**src/rtl/addr_arb_pkg.sv**
```systemverilog
// Shared definitions for the six-requester address bus arbiter.
package addr_arb_pkg;

  localparam int unsigned N_REQ = 6;

  localparam logic [2:0] FFT_READ  = 3'd0;
  localparam logic [2:0] FFT_WRITE = 3'd1;
  localparam logic [2:0] FIR_READ  = 3'd2;
  localparam logic [2:0] FIR_WRITE = 3'd3;
  localparam logic [2:0] IIR_READ  = 3'd4;
  localparam logic [2:0] IIR_WRITE = 3'd5;

  typedef enum logic [1:0] {
    IDLE  = 2'd0,
    GRANT = 2'd1,
    TURN  = 2'd2
  } arb_state_t;

  // One-hot decode of a requester index; indices 6 and 7 decode to zero.
  function automatic logic [N_REQ-1:0] onehot6(input logic [2:0] i);
    logic [N_REQ-1:0] r;
    r = '0;
    for (int unsigned k = 0; k < N_REQ; k++) begin
      r[k] = (i == 3'(k));
    end
    return r;
  endfunction

  // Next requester index with wrap from 5 back to 0.
  function automatic logic [2:0] next_idx(input logic [2:0] i);
    return (i >= 3'(N_REQ - 1)) ? 3'd0 : i + 3'd1;
  endfunction

endpackage

```
**src/rtl/addr_bus_arbiter_rr_pick.sv**
```systemverilog
// Combinational round-robin search: first eligible index at or after start.
module rr_pick
  import addr_arb_pkg::*;
(
  input  logic [N_REQ-1:0] eligible,
  input  logic [2:0]       start,
  output logic             found,
  output logic [2:0]       idx
);

  logic [2:0] pos;

  // Walk all six positions from start, keeping the first eligible hit.
  always_comb begin
    found = 1'b0;
    idx   = '0;
    pos   = (start >= 3'(N_REQ)) ? 3'd0 : start;
    for (int unsigned k = 0; k < N_REQ; k++) begin
      if (!found && ((eligible & onehot6(pos)) != '0)) begin
        found = 1'b1;
        idx   = pos;
      end
      pos = next_idx(pos);
    end
  end

endmodule

```
**src/rtl/addr_bus_arbiter.sv**
```systemverilog
// Round-robin arbiter sharing one address bus among six address calculators,
// with a bounded burst length when other requesters are waiting.
module addr_bus_arbiter
  import addr_arb_pkg::*;
#(
  parameter int ADDR_W    = 32,
  parameter int BURST_LEN = 8
) (
  input  logic                    clk,
  input  logic                    reset,
  input  logic [N_REQ-1:0]        req,
  input  logic [N_REQ-1:0]        done,
  input  logic [N_REQ*ADDR_W-1:0] addr_in,
  output logic [N_REQ-1:0]        pause,
  output logic [N_REQ-1:0]        grant,
  output logic [2:0]              owner,
  output logic [ADDR_W-1:0]       addr,
  output logic                    addr_valid,
  output logic                    busy
);

  localparam int CNT_W = (BURST_LEN > 1) ? $clog2(BURST_LEN) : 1;
  localparam logic [CNT_W-1:0] CNT_MAX = CNT_W'(BURST_LEN - 1);

  arb_state_t       state, state_n;
  logic [2:0]       owner_n, last_owner, last_owner_n;
  logic [CNT_W-1:0] cnt, cnt_n;
  logic [N_REQ-1:0] elig, owner_mask, grant_n;
  logic             owner_elig, other_elig;
  logic [2:0]       search_base, pick_idx;
  logic             pick_found;
  logic [ADDR_W-1:0] sel_addr;

  assign elig       = req & ~done;
  assign owner_mask = onehot6(owner);
  assign owner_elig = |(elig & owner_mask);
  assign other_elig = |(elig & ~owner_mask);

  // During TURN the outgoing owner becomes the new last_owner on this same
  // edge, so the search already starts just after it.
  assign search_base = (state == TURN) ? owner : last_owner;

  rr_pick u_rr_pick (
    .eligible (elig),
    .start    (next_idx(search_base)),
    .found    (pick_found),
    .idx      (pick_idx)
  );

  // Address slice of the current owner.
  always_comb begin
    sel_addr = '0;
    for (int unsigned k = 0; k < N_REQ; k++) begin
      if (owner == 3'(k)) sel_addr = addr_in[k*ADDR_W +: ADDR_W];
    end
  end

  // Next-state, owner selection and burst counter.
  always_comb begin
    state_n      = state;
    owner_n      = owner;
    last_owner_n = last_owner;
    cnt_n        = cnt;
    unique case (state)
      IDLE: begin
        if (pick_found) begin
          state_n = GRANT;
          owner_n = pick_idx;
          cnt_n   = '0;
        end
      end
      GRANT: begin
        if (!owner_elig || (cnt == CNT_MAX && other_elig)) begin
          state_n = TURN;
          cnt_n   = '0;
        end else if (cnt == CNT_MAX) begin
          cnt_n = '0;
        end else begin
          cnt_n = cnt + 1'b1;
        end
      end
      TURN: begin
        last_owner_n = owner;
        cnt_n        = '0;
        if (pick_found) begin
          state_n = GRANT;
          owner_n = pick_idx;
        end else begin
          state_n = IDLE;
        end
      end
      default: begin
        state_n = IDLE;
        cnt_n   = '0;
      end
    endcase
  end

  assign grant_n = (state_n == GRANT) ? onehot6(owner_n) : '0;

  // State, owner bookkeeping and registered outputs.
  always_ff @(posedge clk) begin
    if (reset) begin
      state      <= IDLE;
      owner      <= '0;
      last_owner <= 3'd5;
      cnt        <= '0;
      grant      <= '0;
      pause      <= '1;
      busy       <= 1'b0;
      addr       <= '0;
      addr_valid <= 1'b0;
    end else begin
      state      <= state_n;
      owner      <= owner_n;
      last_owner <= last_owner_n;
      cnt        <= cnt_n;
      grant      <= grant_n;
      pause      <= ~grant_n;
      busy       <= (state_n != IDLE);
      if (state == GRANT) begin
        addr       <= sel_addr;
        addr_valid <= 1'b1;
      end else begin
        addr_valid <= 1'b0;
      end
    end
  end

endmodule
```
**config.mk**
```make
export PLATFORM = sky130hd
export DESIGN_NAME = addr_bus_arbiter
export DESIGN_NICKNAME = d
export VERILOG_FILES = /design/src/rtl/addr_arb_pkg.sv /design/src/rtl/addr_bus_arbiter_rr_pick.sv /design/src/rtl/addr_bus_arbiter.sv
export SDC_FILE = /design/constraint.sdc
export NUM_CORES = 1
export LEC_CHECK = 0
export ABC_CLOCK_PERIOD_IN_PS = 18200
export CAP_MARGIN = 10
export CORE_ASPECT_RATIO = 1.4
export CORE_MARGIN = 4
export CORE_UTILIZATION = 44
export CTS_CLUSTER_SIZE = 12
export DETAILED_ROUTE_END_ITERATION = 10
export DONT_BUFFER_PORTS = 1
export SYNTH_ARGS = -nofsm -noshare
export SYNTH_HDL_FRONTEND = slang
export SYNTH_SLANG_ARGS = --single-unit
```
**constraint.sdc**
```tcl
create_clock -name clk -period 18.2 [get_ports clk]
set_input_delay 4.55 -clock clk [delete_from_list [all_inputs] [get_ports clk]]
set_output_delay 4.55 -clock clk [all_outputs]
set_load 0.01 [all_outputs]
```
Word level (Yosys, flattened, before mapping)
Cells that the tools add are included.
{"block": "op_classes", "n_eq_ne": 45, "n_bitwise": 12, "n_mux": 38, "n_addsub": 7, "order_cmp": 7, "reduce_logical": 32}
{"operator": "two-way mux 32 bit", "count": 6}
{"operator": "two-way mux 3 bit", "count": 19}
{"operator": "AND 6 bit", "count": 9}
{"operator": "== test 3 bit (second input constant)", "count": 17}
{"operator": "== test 3 x 2 -> 1 bit (second input constant)", "count": 16}
{"operator": "nonzero test 6 bit", "count": 6}
{"operator": "== test 3 x 1 -> 1 bit (second input constant)", "count": 8}
{"operator": "zero test 3 bit", "count": 8}
{"operator": "adder 3 x 1 -> 3 bit (second input constant)", "count": 7}
{"operator": "greater-or-equal comparator 3 bit (second input constant)", "count": 7}
{"operator": "NOT 6 bit", "count": 3}
{"operator": "OR reduction 6 bit", "count": 2}
{"operator": "two-way mux 1 bit", "count": 8}
{"operator": "logical AND 1 bit", "count": 6}
{"operator": "zero test 1 bit", "count": 6}
{"operator": "two-way mux 6 bit", "count": 1}
{"operator": "case mux 2 bit (3 select lines)", "count": 1}
{"operator": "case mux 3 bit (2 select lines)", "count": 1}
{"operator": "== test 2 x 1 -> 1 bit (second input constant)", "count": 2}
{"operator": "two-way mux 2 bit", "count": 2}
{"operator": "== test 2 bit (second input constant)", "count": 1}
{"operator": "zero test 2 bit", "count": 1}
{"operator": "inequality test 2 bit (second input constant)", "count": 1}
{"operator": "nonzero test 2 bit", "count": 1}
{"operator": "other kinds (2)", "count": 2}
{"block": "word_totals", "in_bits": 206, "regBits": 57}

Logic depth before layout (Yosys ltp)
Gate-level depths: netlist of run 1.
{"block": "logic_depth", "depth_word": 30, "mapped_depth": 29, "depth_no_buf": 25}

By module
From an unflattened synthesis of run 1, not the netlist that was laid out.
{"block": "unflattened", "cells_unflattened": 558, "area_unflattened_um2": 4958.5}
{"module": "addr_bus_arbiter", "area_each_um2": 3985.1, "cells_per_inst": 415, "instances": 1, "seq_area_each_um2": 1141.1}
{"module": "rr_pick", "area_each_um2": 973.4, "cells_per_inst": 143, "instances": 1, "seq_area_each_um2": 0.0}

Worst setup path after synthesis of run 1
No wires, ideal clock.
{"block": "synth_path", "kind": "input-to-reg", "startpoint": "input req[2]", "endpoint": "register pause[2]", "setup_time_ns": 0.127, "arrival_time_ns": 6.660, "path_buffers": 1, "required_ns": 18.073, "path_stages": 11, "path_slack_ns": 11.413, "path_cell_list": "nor2b_1 > clkbuf_1 > a32oi_1 > o31ai_1 > nor3_1 > o21ai_1 > or2_0 > nor4b_2 > nor3_1 > o32a_1 > or3_1"}
{"block": "synth_via", "elab_chain_len": 24}
{"item": "start: declaration", "line": "addr_bus_arbiter.sv:11", "rtl": "input logic [N_REQ-1:0] req,"}
{"item": "AND 6 bit *", "line": "addr_bus_arbiter.sv:34", "rtl": "assign elig = req & ~done;"}
{"item": "AND 6 bit", "line": "addr_bus_arbiter_rr_pick.sv:19", "rtl": "if (!found && ((eligible & onehot6(pos)) != '0)) begin"}
{"item": "nonzero test 6 bit", "line": "addr_bus_arbiter_rr_pick.sv:19"}
{"item": "two-way mux 1 bit", "line": "addr_bus_arbiter_rr_pick.sv:19"}
{"item": "zero test 1 bit", "line": "addr_bus_arbiter_rr_pick.sv:19"}
{"item": "logical AND 1 bit", "line": "addr_bus_arbiter_rr_pick.sv:19"}
{"item": "two-way mux 1 bit", "line": "addr_bus_arbiter_rr_pick.sv:19"}
{"item": "zero test 1 bit", "line": "addr_bus_arbiter_rr_pick.sv:19"}
{"item": "[8 not listed]"}
{"item": "zero test 1 bit", "line": "addr_bus_arbiter_rr_pick.sv:19"}
{"item": "logical AND 1 bit", "line": "addr_bus_arbiter_rr_pick.sv:19"}
{"item": "two-way mux 1 bit / two-way mux 3 bit (equally long branches)", "line": "addr_bus_arbiter_rr_pick.sv:19"}
{"item": "two-way mux 1 bit, or another cell as far along", "line": "addr_bus_arbiter.sv:85", "rtl": "if (pick_found) begin"}
{"item": "case mux 2 bit (3 select lines) / two-way mux 3 bit (equally long branches)"}
{"item": "== test 2 x 1 -> 1 bit / == test 3 x 2 -> 1 bit (equally long branches)", "line": "addr_bus_arbiter.sv:99, addr_arb_pkg.sv:24"}
{"item": "two-way mux 6 bit *", "line": "addr_bus_arbiter.sv:99", "rtl": "assign grant_n = (state_n == GRANT) ? onehot6(owner_n) : '0;"}
{"item": "NOT 6 bit *", "line": "addr_bus_arbiter.sv:119", "rtl": "pause <= ~grant_n;"}
{"item": "end signal: assignment", "line": "addr_bus_arbiter.sv:119"}
{"item": "end: declaration", "line": "addr_bus_arbiter.sv:14", "rtl": "output logic [N_REQ-1:0] pause,"}
Mark *: on every way between the ends. The rest lies on a longest branch, timed or not.
A chain may end at the register's enable or synchronous reset.

Final worst setup path of run 1
{"block": "layout_path", "startpoint": "register state[0]", "endpoint": "register grant[3]"}
{"block": "layout_via", "elab_chain_len": 29}
{"item": "start: declaration", "line": "addr_bus_arbiter.sv:25", "rtl": "arb_state_t state, state_n;"}
{"item": "start signal: assignment", "line": "addr_bus_arbiter.sv:114", "rtl": "state <= state_n;"}
{"item": "branches (longest 28 deep; another with adder 3 x 1 -> 3 bit)"}
{"item": "two-way mux 6 bit *", "line": "addr_bus_arbiter.sv:99"}
{"item": "end signal: assignment", "line": "addr_bus_arbiter.sv:118", "rtl": "grant <= grant_n;"}
{"item": "end: declaration", "line": "addr_bus_arbiter.sv:15", "rtl": "output logic [N_REQ-1:0] grant,"}
Every way passes the cells marked *.

==> metrics.txt, run 1 <==
# TYPE chip_impl_metric gauge
chip_impl_metric{name="synth_warnings",unit=""} 0
chip_impl_metric{name="total_leakage_power",unit="uW"} 0.001986
chip_impl_metric{name="worst_slew_margin_rel",unit=""} 0.3020
chip_impl_info{name="flip_flop_cell_with_the_highest_count_after_synthesis",value="dfxtp_1"} 1
chip_impl_metric{name="power_frac_clock",unit=""} 0.211
chip_impl_metric{name="drive_gt1_frac",unit=""} 0.08024
chip_impl_metric{name="first_pass_iters",unit=""} 7
chip_impl_metric{name="floorplan.initialDensity",unit=""} 0.4479
chip_impl_metric{name="gp_congestion",unit=""} 0.9636
chip_impl_metric{name="finalSetupTns",unit="ns"} 0
chip_impl_metric{name="grt_start_max_net_pins",unit=""} 77
chip_impl_metric{name="number_of_flops_mapped_to_enable_cells_by_yosys",unit=""} 0
chip_impl_metric{name="timing.final.setup_violations",unit=""} 0
chip_impl_metric{name="cts-buffers-inserted",unit=""} 9
chip_impl_metric{name="power_frac_seq",unit=""} 0.230
chip_impl_metric{name="dr.first_iter.drc_count",unit=""} 376
chip_impl_metric{name="overall_routing_resource_usage",unit=""} 0.2654
chip_impl_metric{name="post_synth_inst_count",unit=""} 712
chip_impl_info{name="final_common_cell",value="nor2_1"} 1
chip_impl_info{name="setup.worst_path.start",value="state[0]"} 1
chip_impl_info{name="worst_setup_path_end_kind",value="flip-flop"} 1
chip_impl_info{name="dominant_combinational_cell_family_by_area_after_synthesis",value="compound AO/OA/AOI/OAI gates"} 1
chip_impl_metric{name="row_count",unit=""} 45
chip_impl_info{name="post_synth_main_area_contributors",value="dfxtp_1 (24%), nor2_1 (9.8%), a21oi_1 (8.6%)"} 1
chip_impl_metric{name="detailedPlacementHpwl",unit="um"} 13170
chip_impl_metric{name="area_growth",unit="%"} 6.951
chip_impl_metric{name="crit_required",unit="ns"} 18.43
chip_impl_metric{name="die_width",unit="um"} 96.66
chip_impl_metric{name="worst_slew_pin_slew",unit="ns"} 1.018
chip_impl_metric{name="clk-insertion-delay-late",unit="ns"} 0.33
chip_impl_metric{name="cts.hold.buffers_added",unit=""} 0
chip_impl_metric{name="clkSlewWorstSetupHoldPaths",unit="ns"} 0.06
chip_impl_metric{name="synth_compound_gate_area_share",unit=""} 0.3251
chip_impl_metric{name="vias",unit=""} 5169
chip_impl_metric{name="timing.critical_path.fanout_max",unit=""} 18
chip_impl_info{name="hold_class",value="reg -> reg"} 1
chip_impl_metric{name="wl_cell",unit="um"} 21.85
chip_impl_info{name="crit-reg2reg-launch",value="state[0]"} 1
chip_impl_metric{name="postRouteAntennaNets",unit=""} 0
chip_impl_metric{name="p_sw",unit="uW"} 452.4
chip_impl_metric{name="routed_wire_length",unit="um"} 17810
chip_impl_metric{name="post_synth_fa_ha_maj_area_fraction",unit=""} 0.02842
chip_impl_metric{name="synth_cell_type_count",unit=""} 73
chip_impl_metric{name="grt_pass1_wl",unit="um"} 27610
chip_impl_metric{name="final-hold-violation-count",unit=""} 0
chip_impl_metric{name="overall_power_after_layout",unit="uW"} 944.8
chip_impl_metric{name="die_h",unit="um"} 132.1
chip_impl_metric{name="post_cts.repair.setup_buffers",unit=""} 0
chip_impl_metric{name="number_of_placed_i_o_pins",unit=""} 255
chip_impl_metric{name="area_share_of_and_or_nand_nor_cells_after_synthesis",unit=""} 0.2643
chip_impl_metric{name="via_count_of_the_first_global_routing_pass",unit=""} 5071
chip_impl_info{name="netlist.top_cell.by_area",value="dfxtp_1"} 1
chip_impl_metric{name="port_buffers",unit=""} 0
chip_impl_metric{name="clock_tree.htree_level_count",unit=""} 3
chip_impl_metric{name="finalCritPeriodShare",unit=""} 0.3988
chip_impl_metric{name="cts_sinks",unit=""} 57
chip_impl_metric{name="timing.max_cap.violations",unit=""} 0
chip_impl_metric{name="final.setup_skew",unit="ns"} 0.01241
chip_impl_metric{name="p_per_area",unit="nW/um^2"} 182.4
chip_impl_metric{name="syn-num-nets",unit=""} 929
chip_impl_metric{name="yosys.area.top_type_share",unit=""} 0.2357
chip_impl_info{name="cts_root_buf",value="clkbuf_16"} 1
chip_impl_metric{name="synth.ff_latch_count",unit=""} 57
chip_impl_info{name="run_status",value="completed"} 1
chip_impl_metric{name="dieArea",unit="um^2"} 12770
chip_impl_metric{name="fmax",unit="MHz"} 137.8
chip_impl_metric{name="syn_area_per_cell",unit="um^2"} 6.801
chip_impl_metric{name="nNetsFinal",unit=""} 885
chip_impl_info{name="grt_setup_unrepaired",value="no"} 1
chip_impl_metric{name="vias_per_cell",unit=""} 6.342
chip_impl_metric{name="synth.mux.area_fraction",unit=""} 0.08424
chip_impl_metric{name="final.min_clock_period",unit="ns"} 7.257
chip_impl_metric{name="worst_voltage_drop_across_the_vdd_grid",unit="mV"} 0.07888
chip_impl_metric{name="core_region_area",unit="um^2"} 10810
chip_impl_metric{name="seq_area_frac_synth",unit=""} 0.2357
chip_impl_metric{name="slew_violations",unit=""} 0
chip_impl_info{name="tritoncts_clock_tree",value="done"} 1
chip_impl_metric{name="finish.utilization",unit=""} 0.4791
chip_impl_metric{name="yosys.area_share.xor_xnor",unit=""} 0
chip_impl_metric{name="switching_share",unit=""} 0.4788
chip_impl_metric{name="number_of_cells_upsized_or_downsized_after_cts",unit=""} 0
chip_impl_metric{name="drt_drc_violations_left",unit=""} 0
chip_impl_metric{name="cts_buffer_depth",unit=""} 2
chip_impl_info{name="holdCritStartpoint",value="cnt[2]"} 1
chip_impl_metric{name="grt_overflow_total",unit=""} 0
chip_impl_metric{name="hold_slack",unit="ns"} 0.5168
chip_impl_metric{name="internal_power",unit="uW"} 492.4
chip_impl_metric{name="post_synth_instance_area",unit="um^2"} 4842
chip_impl_info{name="critical_path.startpoint_type",value="flip-flop"} 1
chip_impl_info{name="crit_type",value="reg -> reg"} 1
chip_impl_metric{name="combPwrFrac",unit=""} 0.558
chip_impl_info{name="commonest_cells_after_routing_fill_and_taps_aside",value="nor2_1 (127), a21oi_1 (83), nand2_1 (81)"} 1
chip_impl_metric{name="ys_async_sr_fraction",unit=""} 0
chip_impl_metric{name="grt_antenna_before_repair",unit=""} 1
chip_impl_metric{name="timing.critical_path.arrival",unit="ns"} 7.49
## path summary, 6_finish.rpt
kind         cells after the start  slack (ns)       end
min                              2        0.52    cnt[2]
max reg2reg                     19       10.94  grant[3]
max                             19       10.94  grant[3]
min reg2reg                      2        0.52    cnt[2]
## layout make-up
type	count	area, um^2
Tap cell	141	176.4
Sequential cell	57	1144
Antenna cell	1	2.502
Multi-Input combinational cell	583	3410
Clock buffer	9	225.2
Clock inverter	7	127.6
Fill cell	1097	5632
Timing Repair Buffer	8	60.06
Inverter	9	33.78
## logic make-up after synthesis
| family | Yosys count |
|---|---|
| muxes | 40 |
| AOI/OAI and AO/OA | 252 |
| DFF | 57 |
| buffers and inverters | 72 |
| and+or+nand+nor | 280 |
| adders and majority gates | 11 |
## power groups by stage
stage / logic, uW / clock network [uW] / registers, uW
after floorplan: 425 / 0 / 204
after global placement: 508 / 0 / 221
after detailed placement: 518 / 0 / 220
after CTS: 520 / 204 / 218
after global routing: 589 / 209 / 221
final: 528 / 200 / 218
## worst max-delay path, cell delays in order, from the launching register on
cell,delay (ns)
dfxtp_1,0.60
and2b_1,0.32
mux2i_1,0.80
o21ai_0,0.37
inv_1,0.20
ha_1,0.61
inv_1,0.42
nor2_1,0.21
ha_1,0.35
or2_2,0.33
a21oi_1,0.24
a211oi_1,0.09
ha_1,0.31
or2_1,0.25
a211o_1,0.30
a2111oi_0,0.56
or2_1,0.24
o41a_1,0.28
o22a_1,0.41
nor3b_1,0.26
## cell usage after synthesis, drive strengths merged, types with 2 or more instances
library cell / count
nor2: 128
a21oi: 83
nand2: 81
o21ai: 75
dfxtp: 57
clkbuf: 47
a22oi: 38
mux2i: 37
buf: 16
nand2b: 14
nor2b: 12
ha: 11
inv: 9
a211oi: 8
nor3: 8
a31oi: 5
nand3b: 5
nor3b: 5
or2: 5
nor4: 4
o31ai: 4
a2111oi: 3
a211o: 3
a21o: 3
a31o: 3
and3: 3
mux2: 3
o211ai: 3
o21ba: 3
or3: 3
a21boi: 2
a32oi: 2
and2: 2
nand3: 2
nor4b: 2
o221ai: 2
o22ai: 2
o311ai: 2
o32ai: 2
## routing by layer
| layer | vias up | wire (um) | global-route usage | part of all wire |
|---|---|---|---|---|
| met5 | - | 0 | 0 | 0 |
| met2 | 292 | 9077 | 0.4712 | 0.51 |
| li1 | 2443 | - | - | - |
| met1 | 2385 | 6803 | 0.3085 | 0.38 |
| met4 | 0 | 575 | 0.1054 | 0.032 |
| met3 | 49 | 1354 | 0.05611 | 0.076 |
## stage by stage
stage / instance area, um^2 / setup slack, ns / std cells
after floorplan: 4842 / 11.41 / 712
after global placement: 4823 / 11.03 / 798
after detailed placement: 4823 / 11.00 / 798
after CTS: 5176 / 11.16 / 814
after global routing: 5179 / 10.42 / 815
final: 5179 / 10.94 / 815
## sequential cells by signal (all words and copies together) (netlist names)
| register | cells |
|---|---|
| last_owner | 3 |
| addr_valid | 1 |
| busy | 1 |
| owner | 3 |
| grant | 6 |
| pause | 6 |
| cnt | 3 |
| addr | 32 |
| state | 2 |
No activity file was read; power rests on OpenSTA's default activity.
==> run 2: changes to the inputs <==
ABC_CLOCK_PERIOD_IN_PS = 7600   (was 18200)
clock period = 7.6 ns   (was 18.2 ns; I/O delays follow)
==> metrics.txt, run 2 (synthesized netlist as in run 1, its figures left out) <==
# TYPE chip_impl_metric gauge
chip_impl_info{name="hold_class",value="reg -> reg"} 1
chip_impl_metric{name="finalCritPeriodShare",unit=""} 0.8732
chip_impl_metric{name="cts_sinks",unit=""} 57
chip_impl_info{name="crit_type",value="reg -> reg"} 1
chip_impl_info{name="grt_setup_unrepaired",value="no"} 1
chip_impl_metric{name="timing.max_cap.violations",unit=""} 0
chip_impl_metric{name="post_cts.repair.setup_buffers",unit=""} 0
chip_impl_metric{name="worst_slew_margin_rel",unit=""} 0.2526
chip_impl_metric{name="drive_gt1_frac",unit=""} 0.08296
chip_impl_metric{name="dr.first_iter.drc_count",unit=""} 310
chip_impl_info{name="path_cells",value="nand2b_1, mux2_2, inv_2, ha_1, nor2_1, o21ai_0, inv_1, ha_1, a211o_1, a21o_2, nor2_1, ha_1, or2_2, a21oi_1, a211oi_1, ha_1, nor2_1, a21boi_0, a211oi_2, o21ba_2, nor2_2, o41a_1, o22a_1, or3_1"} 1
chip_impl_info{name="cp_slowest_cell",value="dfxtp_1"} 1
chip_impl_metric{name="row_count",unit=""} 45
chip_impl_info{name="critical-path-top-cell-by-count",value="ha_1"} 1
chip_impl_metric{name="grt_overflow_total",unit=""} 0
chip_impl_metric{name="gp_congestion",unit=""} 0.9658
chip_impl_metric{name="worst-path-buf-inv",unit=""} 2
chip_impl_metric{name="total_leakage_power",unit="uW"} 0.001957
chip_impl_metric{name="first_pass_iters",unit=""} 7
chip_impl_metric{name="vias_per_cell",unit=""} 6.346
chip_impl_metric{name="overall_routing_resource_usage",unit=""} 0.2619
chip_impl_metric{name="clock_tree.htree_level_count",unit=""} 3
chip_impl_metric{name="die_width",unit="um"} 96.66
chip_impl_metric{name="final.min_clock_period",unit="ns"} 6.636
chip_impl_metric{name="timing.final.setup_violations",unit=""} 0
chip_impl_metric{name="final-hold-violation-count",unit=""} 0
chip_impl_metric{name="overall_power_after_layout",unit="uW"} 2169
chip_impl_info{name="worst_setup_path_end_kind",value="flip-flop"} 1
chip_impl_metric{name="diodes",unit=""} 0
chip_impl_metric{name="setup_ws",unit="ns"} 0.9640
chip_impl_metric{name="worst_slew_pin_slew",unit="ns"} 1.121
chip_impl_info{name="setup.worst_path.start",value="state[0]"} 1
chip_impl_info{name="cts_root_buf",value="clkbuf_16"} 1
chip_impl_metric{name="wl_cell",unit="um"} 22.00
chip_impl_metric{name="drt_drc_violations_left",unit=""} 0
chip_impl_metric{name="clkSlewWorstSetupHoldPaths",unit="ns"} 0.06
chip_impl_metric{name="number_of_cells_upsized_or_downsized_after_cts",unit=""} 0
chip_impl_metric{name="worst_voltage_drop_across_the_vdd_grid",unit="mV"} 0.1523
chip_impl_metric{name="final_cell_count_no_fill",unit=""} 816
chip_impl_metric{name="vias",unit=""} 5178
chip_impl_metric{name="post-place-cells",unit=""} 800
chip_impl_info{name="timing.critical_path.max_delay_family",value="compound AO/OA/AOI/OAI gates"} 1
chip_impl_info{name="run_status",value="completed"} 1
chip_impl_metric{name="timing.critical_path.arrival",unit="ns"} 6.85
chip_impl_metric{name="postRouteAntennaNets",unit=""} 0
chip_impl_info{name="critical_path.startpoint_type",value="flip-flop"} 1
chip_impl_info{name="worstSetupEndpoint",value="pause[2]"} 1
chip_impl_metric{name="ff_latch_area",unit="um^2"} 1144
chip_impl_metric{name="worstRegToRegCells",unit=""} 24
chip_impl_metric{name="nNetsFinal",unit=""} 887
chip_impl_info{name="tritoncts_clock_tree",value="done"} 1
chip_impl_info{name="crit-reg2reg-launch",value="state[0]"} 1
chip_impl_metric{name="timing.critical_path.fanout_max",unit=""} 15
chip_impl_metric{name="multi_input_area",unit="um^2"} 3410
chip_impl_metric{name="cts_buffer_depth",unit=""} 2
chip_impl_metric{name="clk-insertion-delay-late",unit="ns"} 0.33
chip_impl_metric{name="slew_violations",unit=""} 0
chip_impl_metric{name="detailedPlacementHpwl",unit="um"} 13630
chip_impl_metric{name="floorplan.initialDensity",unit=""} 0.4479
chip_impl_metric{name="dieArea",unit="um^2"} 12770
chip_impl_metric{name="via_count_of_the_first_global_routing_pass",unit=""} 5096
chip_impl_metric{name="cts.hold.buffers_added",unit=""} 0
chip_impl_metric{name="crit_required",unit="ns"} 7.81
chip_impl_metric{name="die_h",unit="um"} 132.1
chip_impl_metric{name="grt_start_max_net_pins",unit=""} 77
chip_impl_metric{name="p_per_area",unit="nW/um^2"} 423.8
chip_impl_metric{name="largest_reg_flops",unit=""} 32
chip_impl_metric{name="area_growth",unit="%"} 5.711
chip_impl_metric{name="finalSetupTns",unit="ns"} 0
chip_impl_metric{name="timing.critical_path.slowest_cell_delay",unit="ns"} 0.57
chip_impl_metric{name="final.setup_skew",unit="ns"} 0.01115
chip_impl_metric{name="cts-buffers-inserted",unit=""} 9
chip_impl_metric{name="worstSetupPathDepth",unit=""} 24
chip_impl_info{name="final_common_cell",value="nor2_1"} 1
chip_impl_metric{name="grt_antenna_before_repair",unit=""} 0
chip_impl_metric{name="grt_pass1_wl",unit="um"} 27140
chip_impl_metric{name="number_of_placed_i_o_pins",unit=""} 255
chip_impl_metric{name="hold_slack",unit="ns"} 0.5234
chip_impl_metric{name="port_buffers",unit=""} 0
chip_impl_metric{name="core_region_area",unit="um^2"} 10810
chip_impl_metric{name="fill_cell_instance_count_of_the_final_layout",unit=""} 1157
chip_impl_info{name="biggestRegsByFlops",value="addr (32), grant (6), pause (6)"} 1
chip_impl_metric{name="routed_wire_length",unit="um"} 17950
chip_impl_info{name="r2r_end",value="pause[2]"} 1
chip_impl_metric{name="worst-r2r-setup-slack",unit="ns"} 0.96
chip_impl_metric{name="pre_cts_slack",unit="ns"} 1.047
chip_impl_info{name="commonest_cells_after_routing_fill_and_taps_aside",value="nor2_1 (127), a21oi_1 (83), nand2_1 (81)"} 1
chip_impl_info{name="top_register",value="addr"} 1
chip_impl_metric{name="fmax",unit="MHz"} 150.7
-- run 2: how the worst min path moves through the flow --
stage | startpoint | end | slack (ns) | cells after the start
3_3_place_gp | cnt[1] | cnt[1] | 0.49 | 2
4_1_cts | cnt[1] | cnt[1] | 0.52 | 2
5_1_grt | cnt[1] | cnt[1] | 0.54 | 2
6_report | cnt[1] | cnt[1] | 0.52 | 2
2_1_floorplan | cnt[1] | cnt[1] | 0.47 | 2
3_5_place_dp | cnt[1] | cnt[1] | 0.51 | 2
-- run 2: power breakdown --
| part | leakage (uW) | internal (uW) | switching [uW] | total (uW) |
|---|---|---|---|---|
| Combinational | 0.00136 | 459 | 815 | 1270 |
| Clock | 0.000131 | 229 | 145 | 374 |
| Sequential | 0.000466 | 400 | 122 | 522 |
| Total | 0.00196 | 1090 | 1080 | 2170 |
-- run 2: worst register-to-register path: stages (launching register included) --
cell      delay, ns
dfxtp_1        0.57
nand2b_1       0.25
mux2_2         0.40
inv_2          0.07
ha_1           0.20
nor2_1         0.06
o21ai_0        0.33
inv_1          0.16
ha_1           0.22
a211o_1        0.28
a21o_2         0.32
nor2_1         0.13
ha_1           0.34
or2_2          0.33
a21oi_1        0.22
a211oi_1       0.09
ha_1           0.32
nor2_1         0.12
a21boi_0       0.34
a211oi_2       0.09
o21ba_2        0.28
nor2_2         0.08
o41a_1         0.53
o22a_1         0.38
or3_1          0.41
-- run 2: metrics by stage --
step / area [um^2] / util
detailed placement: 4838 / 0.4476
global route: 5119 / 0.4735
global placement: 4838 / 0.4476
finish: 5119 / 0.4735
floorplan: 4842 / -
CTS: 5119 / 0.4735
-- run 2: per-layer routing --
metal | share of wire | global-route usage | wire [um]
met1 | 0.37 | 0.2921 | 6647
met2 | 0.51 | 0.4674 | 9228
met3 | 0.080 | 0.06829 | 1435
met4 | 0.036 | 0.1101 | 640
met5 | 0 | 0 | 0
-- run 2: area by class of cell --
cell class	count	share of cell area
clock buffers	10	0.04669
flip-flops and latches	57	0.2234
well taps	141	0.03447
repair buffers	10	0.01467
multi-input cells	583	0.6661
inverters	9	0.006600
clock inverters	6	0.008066
==> run 3: changes to the inputs <==
ABC_CLOCK_PERIOD_IN_PS = 5490   (was 7600)
clock period = 5.49 ns   (was 7.6 ns; I/O delays follow)
==> metrics.txt, run 3 (synthesized netlist as in run 1, its figures left out) <==
# TYPE chip_impl_metric gauge
chip_impl_info{name="run_status",value="completed"} 1
chip_impl_metric{name="clock_tree.htree_level_count",unit=""} 3
chip_impl_metric{name="grt_pass1_wl",unit="um"} 27280
chip_impl_metric{name="finish.utilization",unit=""} 0.5071
chip_impl_metric{name="finalSetupTns",unit="ns"} 0
chip_impl_metric{name="p_per_area",unit="nW/um^2"} 584.6
chip_impl_metric{name="gp_congestion",unit=""} 0.9435
chip_impl_metric{name="vias_per_cell",unit=""} 6.225
chip_impl_metric{name="largest_reg_flops",unit=""} 32
chip_impl_info{name="biggestRegsByFlops",value="addr (32), grant (6), pause (6)"} 1
chip_impl_metric{name="dr.first_iter.drc_count",unit=""} 283
chip_impl_metric{name="timing.critical_path.fanout_max",unit=""} 5
chip_impl_metric{name="cts.hold.buffers_added",unit=""} 0
chip_impl_metric{name="vias",unit=""} 5223
chip_impl_metric{name="final-hold-violation-count",unit=""} 0
chip_impl_metric{name="crit_required",unit="ns"} 5.70
chip_impl_metric{name="die_width",unit="um"} 96.66
chip_impl_metric{name="postRouteAntennaNets",unit=""} 0
chip_impl_metric{name="detailedPlacementHpwl",unit="um"} 13740
chip_impl_info{name="crit_type",value="reg -> reg"} 1
chip_impl_metric{name="fmax",unit="MHz"} 189.8
chip_impl_metric{name="via_count_of_the_first_global_routing_pass",unit=""} 5243
chip_impl_info{name="final_common_cell",value="nor2_1"} 1
chip_impl_metric{name="ff_latch_area",unit="um^2"} 1149
chip_impl_metric{name="drive_gt1_frac",unit=""} 0.1492
chip_impl_info{name="critical_path.startpoint_type",value="flip-flop"} 1
chip_impl_metric{name="worstRegToRegCells",unit=""} 24
chip_impl_metric{name="cts_buffer_depth",unit=""} 2
chip_impl_metric{name="total_leakage_power",unit="uW"} 0.002091
chip_impl_metric{name="drt_drc_violations_left",unit=""} 0
chip_impl_metric{name="final.setup_skew",unit="ns"} 0.007660
chip_impl_metric{name="die_h",unit="um"} 132.1
chip_impl_metric{name="number_of_placed_i_o_pins",unit=""} 255
chip_impl_metric{name="first_pass_iters",unit=""} 5
chip_impl_metric{name="pre_cts_slack",unit="ns"} 0.04746
chip_impl_metric{name="row_count",unit=""} 45
chip_impl_metric{name="area_growth",unit="%"} 13.20
chip_impl_metric{name="timing.final.setup_violations",unit=""} 0
chip_impl_info{name="hold_class",value="reg -> reg"} 1
chip_impl_metric{name="hold_slack",unit="ns"} 0.5150
chip_impl_info{name="commonest_cells_after_routing_fill_and_taps_aside",value="nor2_1 (125), a21oi_1 (80), nand2_1 (79)"} 1
chip_impl_metric{name="timing.hold.worst_path_depth",unit=""} 2
chip_impl_metric{name="floorplan.initialDensity",unit=""} 0.4479
chip_impl_metric{name="cts_sinks",unit=""} 57
chip_impl_info{name="tritoncts_clock_tree",value="done"} 1
chip_impl_info{name="top_register",value="addr"} 1
chip_impl_metric{name="slew_violations",unit=""} 0
chip_impl_metric{name="core_region_area",unit="um^2"} 10810
chip_impl_metric{name="clk-insertion-delay-late",unit="ns"} 0.32
chip_impl_metric{name="grt_overflow_total",unit=""} 0
chip_impl_metric{name="dieArea",unit="um^2"} 12770
chip_impl_metric{name="timing.max_cap.violations",unit=""} 0
chip_impl_metric{name="timing.critical_path.arrival",unit="ns"} 5.48
chip_impl_metric{name="worst_slew_pin_slew",unit="ns"} 0.9363
chip_impl_metric{name="grt_start_max_net_pins",unit=""} 77
chip_impl_metric{name="clkSlewWorstSetupHoldPaths",unit="ns"} 0.05
chip_impl_metric{name="worst_voltage_drop_across_the_vdd_grid",unit="mV"} 0.2512
chip_impl_metric{name="final.min_clock_period",unit="ns"} 5.270
chip_impl_metric{name="worst_slew_margin_rel",unit=""} 0.3743
chip_impl_info{name="worst_setup_path_end_kind",value="flip-flop"} 1
chip_impl_metric{name="fill_cell_instance_count_of_the_final_layout",unit=""} 1127
chip_impl_metric{name="routed_wire_length",unit="um"} 17920
chip_impl_metric{name="cts-buffers-inserted",unit=""} 9
chip_impl_metric{name="wl_cell",unit="um"} 21.35
chip_impl_metric{name="finalCritPeriodShare",unit=""} 0.9599
chip_impl_metric{name="setup_ws",unit="ns"} 0.2202
chip_impl_metric{name="overall_routing_resource_usage",unit=""} 0.2639
chip_impl_metric{name="port_buffers",unit=""} 0
chip_impl_info{name="cts_root_buf",value="clkbuf_16"} 1
chip_impl_metric{name="grt_antenna_before_repair",unit=""} 1
chip_impl_metric{name="nNetsFinal",unit=""} 909
chip_impl_metric{name="multi_input_area",unit="um^2"} 3596
[run 3: cell count changes in the layout (fill, tap and decap cells not counted), sizes merged]
cell and change:
clkinvlp -1, buf +22, diode +1, clkinv +1
[run 3: power by group]
group / total (uW) / switching, uW / internal [uW] / leakage, uW
Clock: 510 / 193 / 317 / 0.000135
Sequential: 717 / 162 / 555 / 0.000467
Combinational: 1980 / 1210 / 771 / 0.00149
[run 3: layout make-up]
class                   count  share of cell area
diodes                      1           0.0004565
clock buffers              10             0.04360
clock inverters             6            0.007761
inverters                   9            0.006619
multi-input cells         583              0.6560
flip-flops and latches     57              0.2095
well taps                 141             0.03218
repair buffers             32             0.04383
[run 3: through the flow]
step | total power (uW) | cell area (um^2) | instances
6_report | 3204 | 5482 | 839
5_1_grt | 3450 | 5482 | 839
4_1_cts | 3095 | 5306 | 828
3_5_place_dp | 2568 | 5025 | 812
3_3_place_gp | 2527 | 5025 | 812
2_1_floorplan | 2152 | 4954 | 712
[run 3: worst max-delay path, cell delays in order, from the launching register on]
cell       delay [ns]
dfxtp_2          0.34
nand2b_4         0.15
mux2_4           0.34
inv_4            0.08
ha_4             0.16
nor4_4           0.06
a21oi_4          0.16
inv_2            0.06
ha_2             0.17
a211o_1          0.24
a21o_2           0.22
nor2_4           0.11
ha_4             0.21
or2_4            0.24
a21oi_4          0.14
a211oi_2         0.06
ha_1             0.31
or2_1            0.23
a211o_1          0.35
a2111oi_4        0.37
or2_1            0.21
o41a_1           0.29
o221a_4          0.27
nand2_2          0.07
or3_1            0.33
[run 3: worst paths after layout]
path / slack [ns] / start / to
setup / recovery: 0.22 / state[0] / pause[2]
hold / removal: 0.52 / cnt[1] / cnt[1]
setup reg to reg: 0.22 / state[0] / pause[2]
hold reg to reg: 0.52 / cnt[1] / cnt[1]
[run 3: per-layer routing]
layer  vias to the layer above  GRT usage  part of all wire
met2                       275     0.4616              0.52
met1                      2400     0.2896              0.36
li1                       2497          -                 -
met5                         -          0                 0
met3                        51    0.07094             0.088
met4                         0     0.1382             0.040
[run 3: timing repair]
action	in CTS	in global routing
buffers inserted	0	10
setup endpoints to repair	0	19
gates resized for setup	0	19
==> variant (config.mk and constraints of run 2) <==
Change the package constant `N_REQ` from 6 to 3.
--- a/src/rtl/addr_arb_pkg.sv
+++ b/src/rtl/addr_arb_pkg.sv
@@ -2,5 +2,5 @@
 package addr_arb_pkg;
 
-  localparam int unsigned N_REQ = 6;
+  localparam int unsigned N_REQ = 3;
 
   localparam logic [2:0] FFT_READ  = 3'd0;
Ports: changed (5 resized); port bits go from 255 to 147. No check against the original RTL was run, so the function may have changed too.
==> variant against run 2 <==
Sequential cell count down 6; worst hold slack better by 0.0038 ns; routed wire length down 57%; worst setup slack improved by 1.2 ns; design area shrank 36%; count of clock-buffer cells in the layout fell by 5; clock skew is essentially flat; synthesized cell count fell by 50%; synthesized area decreased by 37%; sequential share of layout area rose by 9.1 points; total power shrank 46%; sequential power decreased by 20%; critical endpoint unchanged; highest routed layer unchanged.
==> variant: results (changes against run 2) <==
Finish
  – Layout Nets: 463 (-48%)
  – Share of cells above drive strength 1: 10.1% (+1.8 points)

Drt
  – Vias per cell: 5.74 (-9.5%)
  – Final wirelength: 7730 um (-57%)
  – Detailed Routing Iterations Pass 1: 5 (-2)
  – 1st-iter DRT viols: 115 (-63%)

Placement
  – Dpl cell area: 0.00312 mm^2 (-36%)
  – # port buffers: 0 (unchanged)
  – Global placer's final weighted congestion: 0.779 (-19%)

Synthesis
  – Synth area leaders: dfxtp_1 (33%), mux2i_1 (11%), a22oi_1 (8.1%), nor2_1 (6.0%), o21ai_0 (5.9%)
  – Commonest cells post-synth: dfxtp_1 (51), nor2_1 (49), nand2_1 (37)
  – Synth cell types: 51 (-30%)
  – Post-synthesis mux area share: 13.0% (+4.6 points)
  – Register area share after synthesis: 33.4% (+9.8 points)
  – Post-synthesis adder-cell area fraction: 4.91% (+2.1 points)
  – Compound-cell area share of the yosys netlist: 26.8% (-5.7 points)
  – Synth warnings: 0 (unchanged)

Power and ir drop
  – Leak pwr: 1.16 nW (-41%)
  – Worst VDD drop: 0.140 mV (-7.9%)

CTS
  – Clock-pin slew on the worst setup and hold paths: 0.10 ns (+0.04 ns)
  – Total CTS buffers: 5 (-4)
  – H-Tree Depth: 2 (-1)
  – Worst skew pair latency: 0.30 ns (-0.03 ns)
  – Root Driver: clkbuf_8

Critical path
  – Setup slack, reg-to-reg: 2.20 ns (+1.24 ns)
  – CP peak stage delay: 0.71 ns (+0.14 ns)
  – Reg2Reg Depth: 15 (-38%)
  – Slowest cell on crit path: nor2b_1
  – Worst path top cell family by delay: simple AND/OR/NAND/NOR gates

Global route
  – Pin count of the biggest net entering global routing: 50 (-35%)
  – First-pass GRT wire length: 12100 um (-56%)
  – Total GRT Usage: 17.9% (-8.3 points)

Status
  – Status: finished clean

Timing
  – Worst-Margin Slew: 0.831 ns (-0.290 ns)
  – Period minus WS final: 5.40 ns (-1.24 ns)
  – Skew final: 0.0115 ns (+0.000375 ns)
[variant: cell count changes after synthesis, moves of 9 or more]
cell      before  now
nand2_1       81   37
nor2_1       127   49
nand2b_1      14    5
clkbuf_1      47   18
a21oi_1       83    5
o21ai_0       74   36
[variant: worst min-delay path by stage]
stage,end,slack [ns],depth (start not counted)
floorplan,cnt[1],0.48,2
global placement,cnt[1],0.50,2
detailed placement,cnt[1],0.51,2
CTS,cnt[1],0.54,2
global route,cnt[2],0.59,2
finish,cnt[1],0.53,2
[variant: layout make-up]
cell class | count | area (um^2)
flip-flops and latches | 51 | 1020
fillers | 656 | 3400
repair buffers | 6 | 45.0
clock buffers | 5 | 68.8
clock inverters | 3 | 67.6
multi-input cells | 274 | 1900
well taps | 92 | 115
inverters | 9 | 33.8
[variant: power by group]
group	internal, mW	total [mW]	switching, mW
Clock	0.131	0.220	0.0888
Sequential	0.336	0.419	0.0834
Combinational	0.212	0.529	0.317
[variant: worst min-delay path: cells and delay by family, from the launching register on]
kind / cells / cell delay, ns
AND/OR/NAND/NOR: 1 / 0.07
flip-flops: 1 / 0.34
AO/OA/AOI/OAI: 1 / 0.09
[variant: cell families after synthesis]
kind of cell             count (synthesis)
AO/OA/AOI/OAI                          107
adder cells (fa/ha/maj)                 12
buffers and inverters                   34
flip-flops                              51
multiplexers                            38
AND/OR/NAND/NOR                        117
[variant: per-layer routing]
layer	routed length [um]	vias to the layer above	GRT usage (%)
li1	-	1268	-
met1	2880	1151	18.4
met2	4200	92	34.7
met3	475	16	3.87
met4	174	0	6.88
met5	0	-	0
[variant: metrics by stage]
step	hold WS, ns	power, mW	instances
5_1_grt	0.586	1.26	440
2_1_floorplan	0.484	0.851	359
3_3_place_gp	0.496	0.953	432
3_5_place_dp	0.513	0.960	432
6_report	0.527	1.17	440
4_1_cts	0.538	1.18	440
